--- config.mk ---
export PLATFORM = sky130hd
export DESIGN_NAME = seq_stim_ctrl_flat
export DESIGN_NICKNAME = d
export VERILOG_FILES = /design/src/rtl/seq_ctrl_pkg.sv /design/src/rtl/seq_stim_ctrl_if.sv /design/src/rtl/gap_timer.sv /design/src/rtl/seq_stim_ctrl.sv /design/src/flat_wrapper.sv
export SDC_FILE = /design/constraint.sdc
export NUM_CORES = 1
export LEC_CHECK = 0
export ABC_AREA = 1
export CAP_MARGIN = 20
export CORE_MARGIN = 2
export CORE_UTILIZATION = 54
export CTS_BUF_LIST = sky130_fd_sc_hd__clkbuf_4 sky130_fd_sc_hd__clkbuf_8
export DETAILED_ROUTE_END_ITERATION = 16
export PLACE_DENSITY = 0.82
export SYNTH_ARGS = -nofsm -noshare
export SYNTH_HDL_FRONTEND = slang
export SYNTH_SLANG_ARGS = --single-unit
--- constraint.sdc ---
create_clock -name clk_100M -period 2.6 [get_ports clk_100M]
set_clock_uncertainty 0.05 [all_clocks]
set_input_delay 0.52 -clock clk_100M [delete_from_list [all_inputs] [get_ports clk_100M]]
set_output_delay 0.52 -clock clk_100M [all_outputs]
set_load 0.05 [all_outputs]
--- src/rtl/seq_ctrl_pkg.sv ---
// Shared definitions for the detector stimulus sequencer: FSM state encoding
// and the default pacing between issued bits.
package seq_ctrl_pkg;

   typedef enum logic [2:0] {
      ST_IDLE  = 3'd0,
      ST_CLR   = 3'd1,
      ST_ISSUE = 3'd2,
      ST_GAP   = 3'd3,
      ST_DONE  = 3'd4,
      ST_ABRT  = 3'd5
   } state_e;

   localparam int GAP_CYCLES_DEF = 4;

endpackage

--- src/rtl/seq_stim_ctrl_if.sv ---
// Host/detector-facing bundle of the stimulus sequencer. The master side is the
// VIO/host plus the detector output; the slave side is the sequencer itself.
interface seq_stim_ctrl_if #(
   parameter int PAT_W = 16,
   parameter int LEN_W = 5,
   parameter int CNT_W = 5
);
   logic             load;
   logic [PAT_W-1:0] pattern_in;
   logic [LEN_W-1:0] len_in;
   logic             start;
   logic             abort;
   logic             det_out;
   logic             det_clear;
   logic             input_0;
   logic             input_1;
   logic             busy;
   logic             done;
   logic [CNT_W-1:0] match_count;
   logic [PAT_W-1:0] match_map;

   modport master (
      output load, pattern_in, len_in, start, abort, det_out,
      input  det_clear, input_0, input_1, busy, done, match_count, match_map
   );

   modport slave (
      input  load, pattern_in, len_in, start, abort, det_out,
      output det_clear, input_0, input_1, busy, done, match_count, match_map
   );
endinterface

--- src/rtl/gap_timer.sv ---
// Loadable 8-bit down-counter pacing the idle cycles between issued bits;
// expire is high during the last counted cycle.
module gap_timer (
   input  logic       clk,
   input  logic       clear_n,
   input  logic       load,
   input  logic [7:0] load_val,
   output logic       expire
);

   logic [7:0] count_r;

   // Count register: reload on request, otherwise count down to zero and stop.
   always_ff @(posedge clk) begin
      if (!clear_n) begin
         count_r <= 8'd0;
      end else if (load) begin
         count_r <= load_val;
      end else if (count_r != 8'd0) begin
         count_r <= count_r - 8'd1;
      end else begin
         count_r <= count_r;
      end
   end

   assign expire = (count_r == 8'd1);

endmodule

--- src/rtl/seq_stim_ctrl.sv ---
// Replays a stored bit pattern into the sequence detector as paced one-cycle
// pulses and records which issued bits the detector flagged.
module seq_stim_ctrl
   import seq_ctrl_pkg::*;
#(
   parameter int PAT_W      = 16,
   parameter int LEN_W      = 5,
   parameter int GAP_CYCLES = GAP_CYCLES_DEF,
   parameter int CNT_W      = 5
) (
   input logic            clk_100M,
   input logic            clear_n,
   seq_stim_ctrl_if.slave bus
);

   state_e           state_r;
   state_e           state_nxt_s;
   logic [PAT_W-1:0] pat_r;
   logic [LEN_W-1:0] len_r;
   logic [LEN_W-1:0] idx_r;
   logic [LEN_W-1:0] idx_nxt_s;
   logic [LEN_W-1:0] idx_inc_s;
   logic [LEN_W-1:0] len_clamp_s;
   logic [PAT_W-1:0] nxt_onehot_s;
   logic [PAT_W-1:0] cur_onehot_s;
   logic             gap_load_s;
   logic             gap_expire_s;

   logic             det_clear_s, input_0_s, input_1_s, busy_s, done_s;
   logic             det_clear_r, input_0_r, input_1_r, busy_r, done_r;
   logic [CNT_W-1:0] match_count_r;
   logic [PAT_W-1:0] match_map_r;

   assign idx_inc_s    = idx_r + LEN_W'(1);
   assign cur_onehot_s = PAT_W'(1) << idx_r;
   assign nxt_onehot_s = PAT_W'(1) << idx_nxt_s;
   assign len_clamp_s  = (bus.len_in > LEN_W'(PAT_W)) ? LEN_W'(PAT_W) : bus.len_in;
   assign gap_load_s   = (state_r == ST_ISSUE);

   gap_timer u_gap_timer (
      .clk      (clk_100M),
      .clear_n  (clear_n),
      .load     (gap_load_s),
      .load_val (8'(GAP_CYCLES)),
      .expire   (gap_expire_s)
   );

   // State and bit-index registers.
   always_ff @(posedge clk_100M) begin
      if (!clear_n) begin
         state_r <= ST_IDLE;
         idx_r   <= '0;
      end else begin
         state_r <= state_nxt_s;
         idx_r   <= idx_nxt_s;
      end
   end

   // Next-state logic; abort wins over normal progress in every busy state but DONE.
   always_comb begin
      state_nxt_s = state_r;
      idx_nxt_s   = idx_r;
      case (state_r)
         ST_IDLE: begin
            if (bus.start) state_nxt_s = ST_CLR;
            else           state_nxt_s = ST_IDLE;
         end
         ST_CLR: begin
            idx_nxt_s = '0;
            if (bus.abort)               state_nxt_s = ST_ABRT;
            else if (len_r != LEN_W'(0)) state_nxt_s = ST_ISSUE;
            else                         state_nxt_s = ST_DONE;
         end
         ST_ISSUE: begin
            if (bus.abort) state_nxt_s = ST_ABRT;
            else           state_nxt_s = ST_GAP;
         end
         ST_GAP: begin
            if (bus.abort) begin
               state_nxt_s = ST_ABRT;
            end else if (gap_expire_s) begin
               idx_nxt_s = idx_inc_s;
               if (idx_inc_s == len_r) state_nxt_s = ST_DONE;
               else                    state_nxt_s = ST_ISSUE;
            end else begin
               state_nxt_s = ST_GAP;
            end
         end
         ST_DONE: state_nxt_s = ST_IDLE;
         ST_ABRT: state_nxt_s = ST_IDLE;
         default: state_nxt_s = ST_IDLE;
      endcase
   end

   // Output decode from the upcoming state so the output flops line up with state_r.
   always_comb begin
      det_clear_s = (state_nxt_s == ST_CLR) || (state_nxt_s == ST_ABRT);
      busy_s      = (state_nxt_s != ST_IDLE);
      done_s      = (state_nxt_s == ST_DONE);
      if (state_nxt_s == ST_ISSUE) begin
         input_1_s = |(pat_r & nxt_onehot_s);
         input_0_s = ~(|(pat_r & nxt_onehot_s));
      end else begin
         input_1_s = 1'b0;
         input_0_s = 1'b0;
      end
   end

   // Output registers.
   always_ff @(posedge clk_100M) begin
      if (!clear_n) begin
         det_clear_r <= 1'b0;
         input_0_r   <= 1'b0;
         input_1_r   <= 1'b0;
         busy_r      <= 1'b0;
         done_r      <= 1'b0;
      end else begin
         det_clear_r <= det_clear_s;
         input_0_r   <= input_0_s;
         input_1_r   <= input_1_s;
         busy_r      <= busy_s;
         done_r      <= done_s;
      end
   end

   // Pattern store: only written while idle, so a run always sees a stable pattern.
   always_ff @(posedge clk_100M) begin
      if (!clear_n) begin
         pat_r <= '0;
         len_r <= '0;
      end else if ((state_r == ST_IDLE) && bus.load) begin
         pat_r <= bus.pattern_in;
         len_r <= len_clamp_s;
      end else begin
         pat_r <= pat_r;
         len_r <= len_r;
      end
   end

   // Match recording: cleared at run start, sampled only in the issue cycle.
   always_ff @(posedge clk_100M) begin
      if (!clear_n) begin
         match_count_r <= '0;
         match_map_r   <= '0;
      end else if (state_r == ST_CLR) begin
         match_count_r <= '0;
         match_map_r   <= '0;
      end else if ((state_r == ST_ISSUE) && bus.det_out) begin
         match_map_r <= match_map_r | cur_onehot_s;
         if (match_count_r != {CNT_W{1'b1}}) match_count_r <= match_count_r + CNT_W'(1);
         else                                match_count_r <= match_count_r;
      end else begin
         match_count_r <= match_count_r;
         match_map_r   <= match_map_r;
      end
   end

   assign bus.det_clear   = det_clear_r;
   assign bus.input_0     = input_0_r;
   assign bus.input_1     = input_1_r;
   assign bus.busy        = busy_r;
   assign bus.done        = done_r;
   assign bus.match_count = match_count_r;
   assign bus.match_map   = match_map_r;

endmodule

--- src/flat_wrapper.sv ---
// flat-port wrapper written by rule: the top's interface ports become plain ports
module seq_stim_ctrl_flat import seq_ctrl_pkg::*;
#(
   parameter int PAT_W      = 16,
   parameter int LEN_W      = 5,
   parameter int GAP_CYCLES = GAP_CYCLES_DEF,
   parameter int CNT_W      = 5
)
  (clk_100M, clear_n, bus_load, bus_pattern_in, bus_len_in, bus_start, bus_abort, bus_det_out, bus_det_clear, bus_input_0, bus_input_1, bus_busy, bus_done, bus_match_count, bus_match_map);
  seq_stim_ctrl_if #(.PAT_W(PAT_W), .LEN_W(LEN_W), .CNT_W(CNT_W)) bus_i ();
  input logic clk_100M;
  input logic clear_n;
  input wire logic [$bits(bus_i.load)-1:0] bus_load;
  input wire logic [$bits(bus_i.pattern_in)-1:0] bus_pattern_in;
  input wire logic [$bits(bus_i.len_in)-1:0] bus_len_in;
  input wire logic [$bits(bus_i.start)-1:0] bus_start;
  input wire logic [$bits(bus_i.abort)-1:0] bus_abort;
  input wire logic [$bits(bus_i.det_out)-1:0] bus_det_out;
  output wire logic [$bits(bus_i.det_clear)-1:0] bus_det_clear;
  output wire logic [$bits(bus_i.input_0)-1:0] bus_input_0;
  output wire logic [$bits(bus_i.input_1)-1:0] bus_input_1;
  output wire logic [$bits(bus_i.busy)-1:0] bus_busy;
  output wire logic [$bits(bus_i.done)-1:0] bus_done;
  output wire logic [$bits(bus_i.match_count)-1:0] bus_match_count;
  output wire logic [$bits(bus_i.match_map)-1:0] bus_match_map;
  assign bus_i.load = bus_load;
  assign bus_i.pattern_in = bus_pattern_in;
  assign bus_i.len_in = bus_len_in;
  assign bus_i.start = bus_start;
  assign bus_i.abort = bus_abort;
  assign bus_i.det_out = bus_det_out;
  assign bus_det_clear = bus_i.det_clear;
  assign bus_input_0 = bus_i.input_0;
  assign bus_input_1 = bus_i.input_1;
  assign bus_busy = bus_i.busy;
  assign bus_done = bus_i.done;
  assign bus_match_count = bus_i.match_count;
  assign bus_match_map = bus_i.match_map;
  seq_stim_ctrl #(.PAT_W(PAT_W), .LEN_W(LEN_W), .GAP_CYCLES(GAP_CYCLES), .CNT_W(CNT_W)) u_core (.clk_100M(clk_100M), .clear_n(clear_n), .bus(bus_i));
endmodule
# Yosys cells after proc, flatten, opt, wreduce, memory -nomap -nowiden
# Index checks and enable logic that the tools add are counted.
[totals]
input_bits = 27
regBits = 63
[classes]
n_shift = 2
addsub = 3
order_cmp = 1
n_reduce_logical = 13
n_mux = 14
bitwise = 4
n_eq_ne = 10
[op_table]
columns = ["cell", "n"]
rows = [
  ["1-bit by 5-bit left shift with 16-bit output (first input constant)", 2],
  ["3-bit two-way mux", 8],
  ["16-bit AND", 1],
  ["16-bit OR", 1],
  ["16-bit OR reduction", 1],
  ["5-bit two-way mux", 3],
  ["3-bit case mux with 4 select lines", 1],
  ["5-bit by 1-bit adder with 5-bit output (second input constant)", 2],
  ["5-bit case mux with 2 select lines", 1],
  ["3-bit by 2-bit equality test with 1-bit output (second input constant)", 3],
  ["8-bit by 1-bit equality test with 1-bit output (second input constant)", 1],
  ["8-bit nonzero test", 1],
  ["8-bit by 1-bit subtractor with 8-bit output (second input constant)", 1],
  ["3-bit by 1-bit equality test with 1-bit output (second input constant)", 2],
  ["3-bit equality test (second input constant)", 2],
  ["5-bit equality test", 1],
  ["5-bit greater-than comparator (second input constant)", 1],
  ["5-bit != test (second input constant)", 1],
  ["5-bit nonzero test", 1],
  ["2-bit AND reduction", 2],
  ["2-bit OR reduction", 2],
  ["3-bit zero test", 1],
  ["3-bit nonzero test", 1],
  ["1-bit logical AND", 2],
  ["other kinds (4)", 5],
]

# Logic depth before layout (Yosys ltp)
[logic_depth]
depth_word = 8
ltp_mapped = 17
mapped_depth_nobuf = 16

# Cells and area by module
# A second synthesis with hierarchy kept.
[unflattened]
hier_cells = 445
hier_area_um2 = 3248.1
[modules_own_cells]
columns = ["mod", "area_per_inst_um2", "cells_per_inst", "n_inst"]
rows = [
  ["seq_stim_ctrl", 2697.6, 357, 1],
  ["gap_timer", 550.5, 88, 1],
]

# Worst setup path before layout
# No wires, ideal clock.
[synth_timing]
path_type = "reg2reg"
from = "register u_core.idx_r[2]"
to = "register u_core.input_0_r (netlist: u_core.bus.input_0)"
t_required_ns = 2.437
arrival_ns = 1.813
stages_incl_launch_ff = 13
setup_time_ns = 0.113
path_slack_ns = 0.624
cell_sequence = "dfxtp_1 > buf_4 > clkinv_1 > ha_1 > xnor2_1 > nor4_1 > nand3_1 > nand2_1 > o211ai_1 > nand2_1 > nor2_1 > nand2_1 > nor2_2"
[synth_via]
elab_chain_len = 8
word_cells_on_any_way = 15
classes_between = "add/sub: 1; eq/ne: 2; shift: 1; mux: 7; bitwise: 2; reduce/logical: 2"
[synth_rtl]
columns = ["item", "line", "rtl"]
rows = [
  ["start: declaration", "seq_stim_ctrl.sv:20", "logic [LEN_W-1:0] idx_r;"],
  ["start signal: assignment", "seq_stim_ctrl.sv:55", "idx_r <= idx_nxt_s;"],
  ["5-bit by 1-bit adder with 5-bit output", "seq_stim_ctrl.sv:34", "assign idx_inc_s = idx_r + LEN_W'(1);"],
  ["5-bit equality test or 5-bit two-way mux (tied branches)", "seq_stim_ctrl.sv:83, seq_stim_ctrl.sv:81", ""],
  ["3-bit two-way mux or 5-bit two-way mux (tied branches)", "seq_stim_ctrl.sv:83, seq_stim_ctrl.sv:79", ""],
  ["3-bit two-way mux or 5-bit case mux with 2 select lines (tied branches)", "seq_stim_ctrl.sv:81, seq_stim_ctrl.sv:63", ""],
  ["3-bit two-way mux or 1-bit by 5-bit left shift with 16-bit output (tied branches)", "seq_stim_ctrl.sv:79, seq_stim_ctrl.sv:36", ""],
  ["3-bit case mux with 4 select lines or 16-bit AND (tied branches)", "seq_stim_ctrl.sv:63, seq_stim_ctrl.sv:102", ""],
  ["3-bit by 2-bit equality test with 1-bit output or 16-bit OR reduction (tied branches)", "seq_stim_ctrl.sv:100, seq_stim_ctrl.sv:102", ""],
  ["2-bit AND reduction (no source line) or 1-bit inverter (tied branches)", "-", ""],
  ["end signal: assignment", "seq_stim_ctrl.sv:119", "input_0_r <= input_0_s;"],
  ["end: declaration", "seq_stim_ctrl.sv:30", "logic det_clear_r, input_0_r, input_1_r, busy_r, done_r;"],
]
# Several ways; a longest one is shown, not always the timed one.
# A chain may end at the register's enable or synchronous reset.

# Worst setup path in the final report
[layout_timing]
from = "register u_core.match_count_r[2] (netlist: u_core.bus.match_count[2])"
to = "output port bus_match_count[2]"
[layout_lines]
columns = ["item", "line", "rtl"]
rows = [
  ["start: declaration", "seq_stim_ctrl.sv:31", "logic [CNT_W-1:0] match_count_r;"],
  ["start signal: assignment", "seq_stim_ctrl.sv:150", "if (match_count_r != {CNT_W{1'b1}}) match_count_r <= match_count_r + CNT_W'(1);"],
  ["start signal: assignment", "seq_stim_ctrl.sv:151", "else match_count_r <= match_count_r;"],
  ["start signal: assignment", "seq_stim_ctrl.sv:153", "match_count_r <= match_count_r;"],
  ["end: declaration", "flat_wrapper.sv:24", "output wire logic [$bits(bus_i.match_count)-1:0] bus_match_count;"],
]
# No word-level cell between the ends.

==> out/qor.csv <==
stage;metric;value;unit
status;status;finished clean;
power_and_ir_drop;p_leak;0.001554;µW
route;first_iter_violations;95;
global_routing;grt_pass1_wl;11520;µm
yosys;synthArstFlopShare;0;
placement;post-dp-hpwl;4896;µm
route;routed_wl;6590;µm
worst_setup_path;crit_slowest_cell;clkdlybuf4s50_1;
route;drtPass1Iterations;5;
worst_setup_path;arrival;1580;ps
yosys;syn-num-nets;431;
route;avgRoutedWirePerCell;12.58;µm
yosys;synth.largest_area_cell;dfxtp_1;
clocking;path_clk_slew;70;ps
worst_setup_path;cp-end-kind;output port;
worst_setup_path;critPathMaxFanout;5;
clocking;cts_tree;done;
timing;tightest_slew;647.3;ps
worst_setup_path;path_cells;clkdlybuf4s50_1;
global_routing;overflow;0;
finish;regArea;1261;µm²
yosys;ys_types;37;
timing;setup_viol;0;
worst_setup_path;path_buf_inv;1;
yosys;yosysWarnings;0;
finish;area_growth;27.55;%
placement;gp_congestion;0.8955;
worst_setup_path;path_delay_family;buffers and inverters;
global_routing;gr-usage-all-layers;0.2376;
timing;final_max_slew_viol_count;0;
finish;multi_input_area;1474;µm²
worst_setup_path;slowest_delay;830;ps
yosys;netlist_area;2965;µm²
yosys;synth_ff_type;dfxtp_1;
timing;fin_tns_setup;0;ps
finish;nets;487;
placement;placed_cells;508;
yosys;synth-seq-cells;63;
placement;io_buffers;52;
worst_setup_path;startpoint_type;flop;
yosys;synth_seq_area_share;0.4253;
finish;fill_cells;428;
worst_setup_path;timing_worst_setup_path_type;flop to output port;
worst_hold_path;hold_start;u_core.bus.match_map[5];
finish;drive_gt1_frac;0.1057;
placement;dpl_cell_area;3551;µm²
timing;hold_viol_final;0;
global_routing;grt_start_max_net_pins;30;
power_and_ir_drop;ir_drop;0.4489;mV
worst_hold_path;hold_path_depth;2;
finish;antenna_cells;0;
clocking;cts_resized;0;
clocking;insertion_delay;340;ps
floorplan;io_pins;53;
yosys;synth_top_area_frac;0.4253;
yosys;synth_edf_count;0;
route;postRouteAntennaNets;0;
floorplan;fp-row-count;26;
worst_setup_path;required;2030;ps
finish;final_design_area_no_fill;3782;µm²
yosys;synthMostInstantiatedCell;nand2_1;
floorplan;dieArea;6100;µm²
floorplan;start_util;0.5697;
route;drc;0;
yosys;netlist_instances;393;
worst_setup_path;r2r_slack;470;ps
clocking;clockBufferDepth;2;
floorplan;dieWidth;78.11;µm
worst_setup_path;worstReg2RegStart;u_core.idx_r[0];
power_and_ir_drop;power_density;710.3;nW/µm²
floorplan;coreArea;5205;µm²
job;drv_cap;0;
timing;clock.fmax;0.4647;GHz
worst_setup_path;ff2ff_path_depth;11;
clocking;cts_made_buffers;9;
clocking;cts.sinks;63;
route;num_vias;2776;
worst_hold_path;hold_end;u_core.bus.match_map[5];
timing;finalCriticalPeriod;2152;ps
clocking;root_buffer;clkbuf_8;
timing;fin_ws;448.0;ps
worst_setup_path;r2r_end;u_core.bus.input_0;
timing;fin_crit_sh;0.8277;
floorplan;die_height;78.11;µm
yosys;synthTopCellsByCount;nand2_1 (78), dfxtp_1 (63), nor2_1 (43);
timing;rsz0062_at_grt;no;
finish;layout.cells.non_filler;524;
yosys;syn_avg_cell_area;7.545;µm²
route;vias_per_cell;5.298;
global_routing;grt_antenna_before_repair;0;
worst_hold_path;hold_path.class;flop to flop;
clocking;hold_buffers;0;
yosys;ys_top_cells_by_area;dfxtp_1 (43%), nand2_1 (9.9%), a21oi_1 (6.1%), nor2_1 (5.4%), inv_1 (4.7%);
clocking;cts_setup_buffers;0;
clocking;cts-htree-levels;3;
placement;place_ws;259.1;ps
global_routing;first_global_vias;2645;
timing;relSlewSlack;0.5652;
[logic make-up (layout without fill, tap and decap cells)]
family	Yosys count	after routing	synth area share
DFF	63	63	0.4253
xor gates and xnor gates	9	9	0.02658
adders and majority gates	11	11	0.04641
buffers and inverters	57	118	0.07764
and+or+nand+nor	187	187	0.2987
AOI/OAI and AO/OA	66	66	0.1253
[stage by stage]
stage                 util  hold slack [ps]  total power, µW
floorplan                -            395.2             1576
global placement    0.6822            386.7             1718
detailed placement  0.6822            391.6             1735
CTS                 0.7267            406.3             2705
global route        0.7267            435.9             2835
finish              0.7267            403.9             2687
[registers in the layout (all words and copies together), names as in the netlist, 3 cells and up]
name / flops
u_core.idx_r: 5
u_core.state_r: 3
u_core.bus.match_count: 5
u_core.u_gap_timer.count_r: 8
u_core.len_r: 5
u_core.bus.match_map: 16
u_core.pat_r: 16
[worst max-delay path by stage]
stage | from | end | slack, ps | cells after the start
floorplan | u_core.idx_r[2] | u_core.bus.input_0 | 620 | 12
global placement | bus_abort | u_core.bus.input_0 | 350 | 13
detailed placement | bus_abort | u_core.bus.input_0 | 260 | 13
CTS | u_core.bus.match_count[2] | bus_match_count[2] | 440 | 1
global route | u_core.idx_r[0] | u_core.bus.input_0 | 280 | 11
finish | u_core.bus.match_count[2] | bus_match_count[2] | 450 | 1
[power breakdown]
group / leakage (µW) / switching [µW] / internal, µW
clock: 0.000112 / 381 / 590
sequential: 0.000513 / 65.5 / 1050
combinational: 0.000929 / 374 / 227
total: 0.00155 / 821 / 1870
[cell usage in the layout, fill, tap and decap left out, types with 18 or more instances in the layout]
cell type / netlist / layout
nand2_1: 78 / 78
dfxtp_1: 63 / 63
clkdlybuf4s50_1: 0 / 52
nor2_1: 43 / 43
inv_1: 37 / 37
a21oi_1: 36 / 36
nand3_1: 19 / 19
nand4_1: 18 / 18
[final cells by class]
cell class | instances | share of cell area
Clock buffer | 11 | 0.04003
Clock inverter | 5 | 0.02117
Inverter | 46 | 0.04697
Multi-Input combinational cell | 273 | 0.3897
Sequential cell | 63 | 0.3334
Tap cell | 70 | 0.02316
Timing Repair Buffer | 56 | 0.1456
[metal layers]
metal | global-route usage | wire, µm | up-vias
met1 | 0.2651 | 2744 | 1254
met2 | 0.4267 | 3340 | 95
met3 | 0.03908 | 324 | 18
met4 | 0.1351 | 180 | 0
met5 | 0 | 0 | -
li1 | - | - | 1409
(Power assumes the default switching activity.)
==> RTL edit: new RTL, same settings <==
`PAT_W` is set to 16 in 3 places; all go to 20.
--- a/src/rtl/seq_stim_ctrl_if.sv
+++ b/src/rtl/seq_stim_ctrl_if.sv
@@ -3,3 +3,3 @@
 interface seq_stim_ctrl_if #(
-   parameter int PAT_W = 16,
+   parameter int PAT_W = 20,
    parameter int LEN_W = 5,
--- a/src/rtl/seq_stim_ctrl.sv
+++ b/src/rtl/seq_stim_ctrl.sv
@@ -5,3 +5,3 @@
 #(
-   parameter int PAT_W      = 16,
+   parameter int PAT_W      = 20,
    parameter int LEN_W      = 5,
--- a/src/flat_wrapper.sv
+++ b/src/flat_wrapper.sv
@@ -3,3 +3,3 @@
 #(
-   parameter int PAT_W      = 16,
+   parameter int PAT_W      = 20,
    parameter int LEN_W      = 5,
Interface: changed (resized bus_match_map and bus_pattern_in); port bits go from 53 to 61. The function was not compared with the original's and may differ.
==> RTL edit against the original RTL <==
  * Worst hold slack got worse by 0.95 ps
  * Setup slack got worse by 170 ps
  * Critical path depth increased by 13
  * Total power increased by 4.3%
  * Wire length increased by 20%
  * Sequential power increased by 13%
  * Final area increased by 13%
  * Synthesized cell count increased by 17%
  * Largest cell class unchanged
  * Global-route usage decreased by 0.14 points
  * Synthesized area increased by 14%
  * Sequential cell count increased by 8
  * Maximum frequency decreased by 7.4%
  * Combinational power increased by 7.5%
  * Count of clock-buffer cells in the layout increased by 2
==> RTL edit: results (changes against the original RTL) <==
{| class="wikitable"
! Metric !! Value
|-
| Drt via density || 5.46 (+3.1%)
|-
| Maximum vdd ir drop || 0.000480 V (+6.9%)
|-
| Pin count of the biggest net entering global routing || 29 (-3.3%)
|-
| Largest fanout on the critical path || 7 (+2)
|-
| Main area contributors after synthesis || dfxtp_1 42%, nand2_1 12%, nor2_1 6.8%
|-
| Avg Cell Area, Syn || 7.39 um^2 (-2.1%)
|-
| Instance count after placement with tap cells included || 586 (+15%)
|-
| Total area of multi-input combinational cells || 0.00172 mm^2 (+17%)
|-
| Count of port buffers added during placement || 60 (+15%)
|-
| Seq/Total Area, Yosys || 42.0% (-0.52 points)
|-
| Layout buffering overhead excluding clock cells || 15.4% (+0.88 points)
|-
| Worst rel slew slack || 49.7% (-6.8 points)
|-
| Data arrival time of the critical path || 2500 ps (+920 ps)
|-
| Largest stage delay, worst path || 450 ps (-380 ps)
|-
| Internal power || 1950 uW (+4.5%)
|-
| Placed wire-length estimate after detailed placement || 5930 um (+21%)
|-
| Count of plain and timing-repair buffers || 68 (+21%)
|-
| Sequential cell area in the final layout || 0.00142 mm^2 (+13%)
|-
| Vias in the first global route || 3053 (+15%)
|-
| Clock sink count || 71 (+13%)
|-
| Pre-Repair DR Iteration Count || 7 (+2)
|-
| Final weighted congestion of routability-driven global placement || 0.956 (+6.7%)
|-
| Critical path's slowest cell || dfxtp_1
|-
| Post-Synthesis Cell Area || 0.00338 mm^2 (+14%)
|-
| Post-Place Cell Area || 0.00407 mm^2 (+15%)
|-
| Total via count after detailed routing || 3289 (+18%)
|-
| Multi-input combinational gate total || 327 (+20%)
|-
| Outcome || completed
|-
| Number of signal-net inverters in the final layout || 45 (-2.2%)
|-
| Proportion of cell area spent on the clock network || 4.97% (-1.1 points)
|-
| Share of post-route cells with drive strength above 1 || 9.87% (-0.71 points)
|}
-- RTL edit: cell count changes after synthesis, moves of 3 or more --
cell,change
o21ai_0,-6
nand4_1,+8
a211oi_1,+3
dfxtp_1,+8
buf_2,+3
nand2_1,+27
nand3_1,+3
a31oi_1,+7
nor2_1,+18
-- RTL edit: per-layer routing --
| metal | global-route usage, % | wire length (um) |
|---|---|---|
| met5 | 0 | 0 |
| met3 | 4.87 | 543 |
| met1 | 31.4 | 3610 |
| met2 | 38.3 | 3610 |
| met4 | 8.05 | 120 |
-- RTL edit: cells by family after synthesis --
logic type	count (synthesis)
DFF	71
xor gates and xnor gates	7
buffers and inverters	60
and+or+nand+nor	241
adders and majority gates	11
AOI/OAI and AO/OA	68
-- RTL edit: final timing paths --
kind	start	endpoint	slack (ps)	cells past startpoint
worst max-delay path	u_core.idx_r[0]	u_core.bus.input_1	270	14
worst min register to register	u_core.bus.match_map[5]	u_core.bus.match_map[5]	400	2
worst max register to register	u_core.idx_r[0]	u_core.bus.input_1	270	14
worst min-delay path	u_core.bus.match_map[5]	u_core.bus.match_map[5]	400	2
-- RTL edit: power groups by stage --
stage | Combinational (uW) | Sequential [uW] | Clock [uW]
detailed placement | 637 | 1270 | 0
floorplan | 456 | 1280 | 0
global placement | 621 | 1260 | 0
global route | 732 | 1260 | 972
CTS | 640 | 1240 | 931
finish | 645 | 1250 | 912
-- RTL edit: worst register-to-register path, stage by stage (launching register included) --
cell and delay (ps):
dfxtp_1 450, ha_1 250, ha_1 290, nand3_1 100, nand3_1 80, nand2_1 220
inv_1 160, nand4_1 130, nand2_1 70, nor2_1 100, nand2_1 80, nand2_1 60
nand2_1 50, nor2_1 80, nor2_1 40
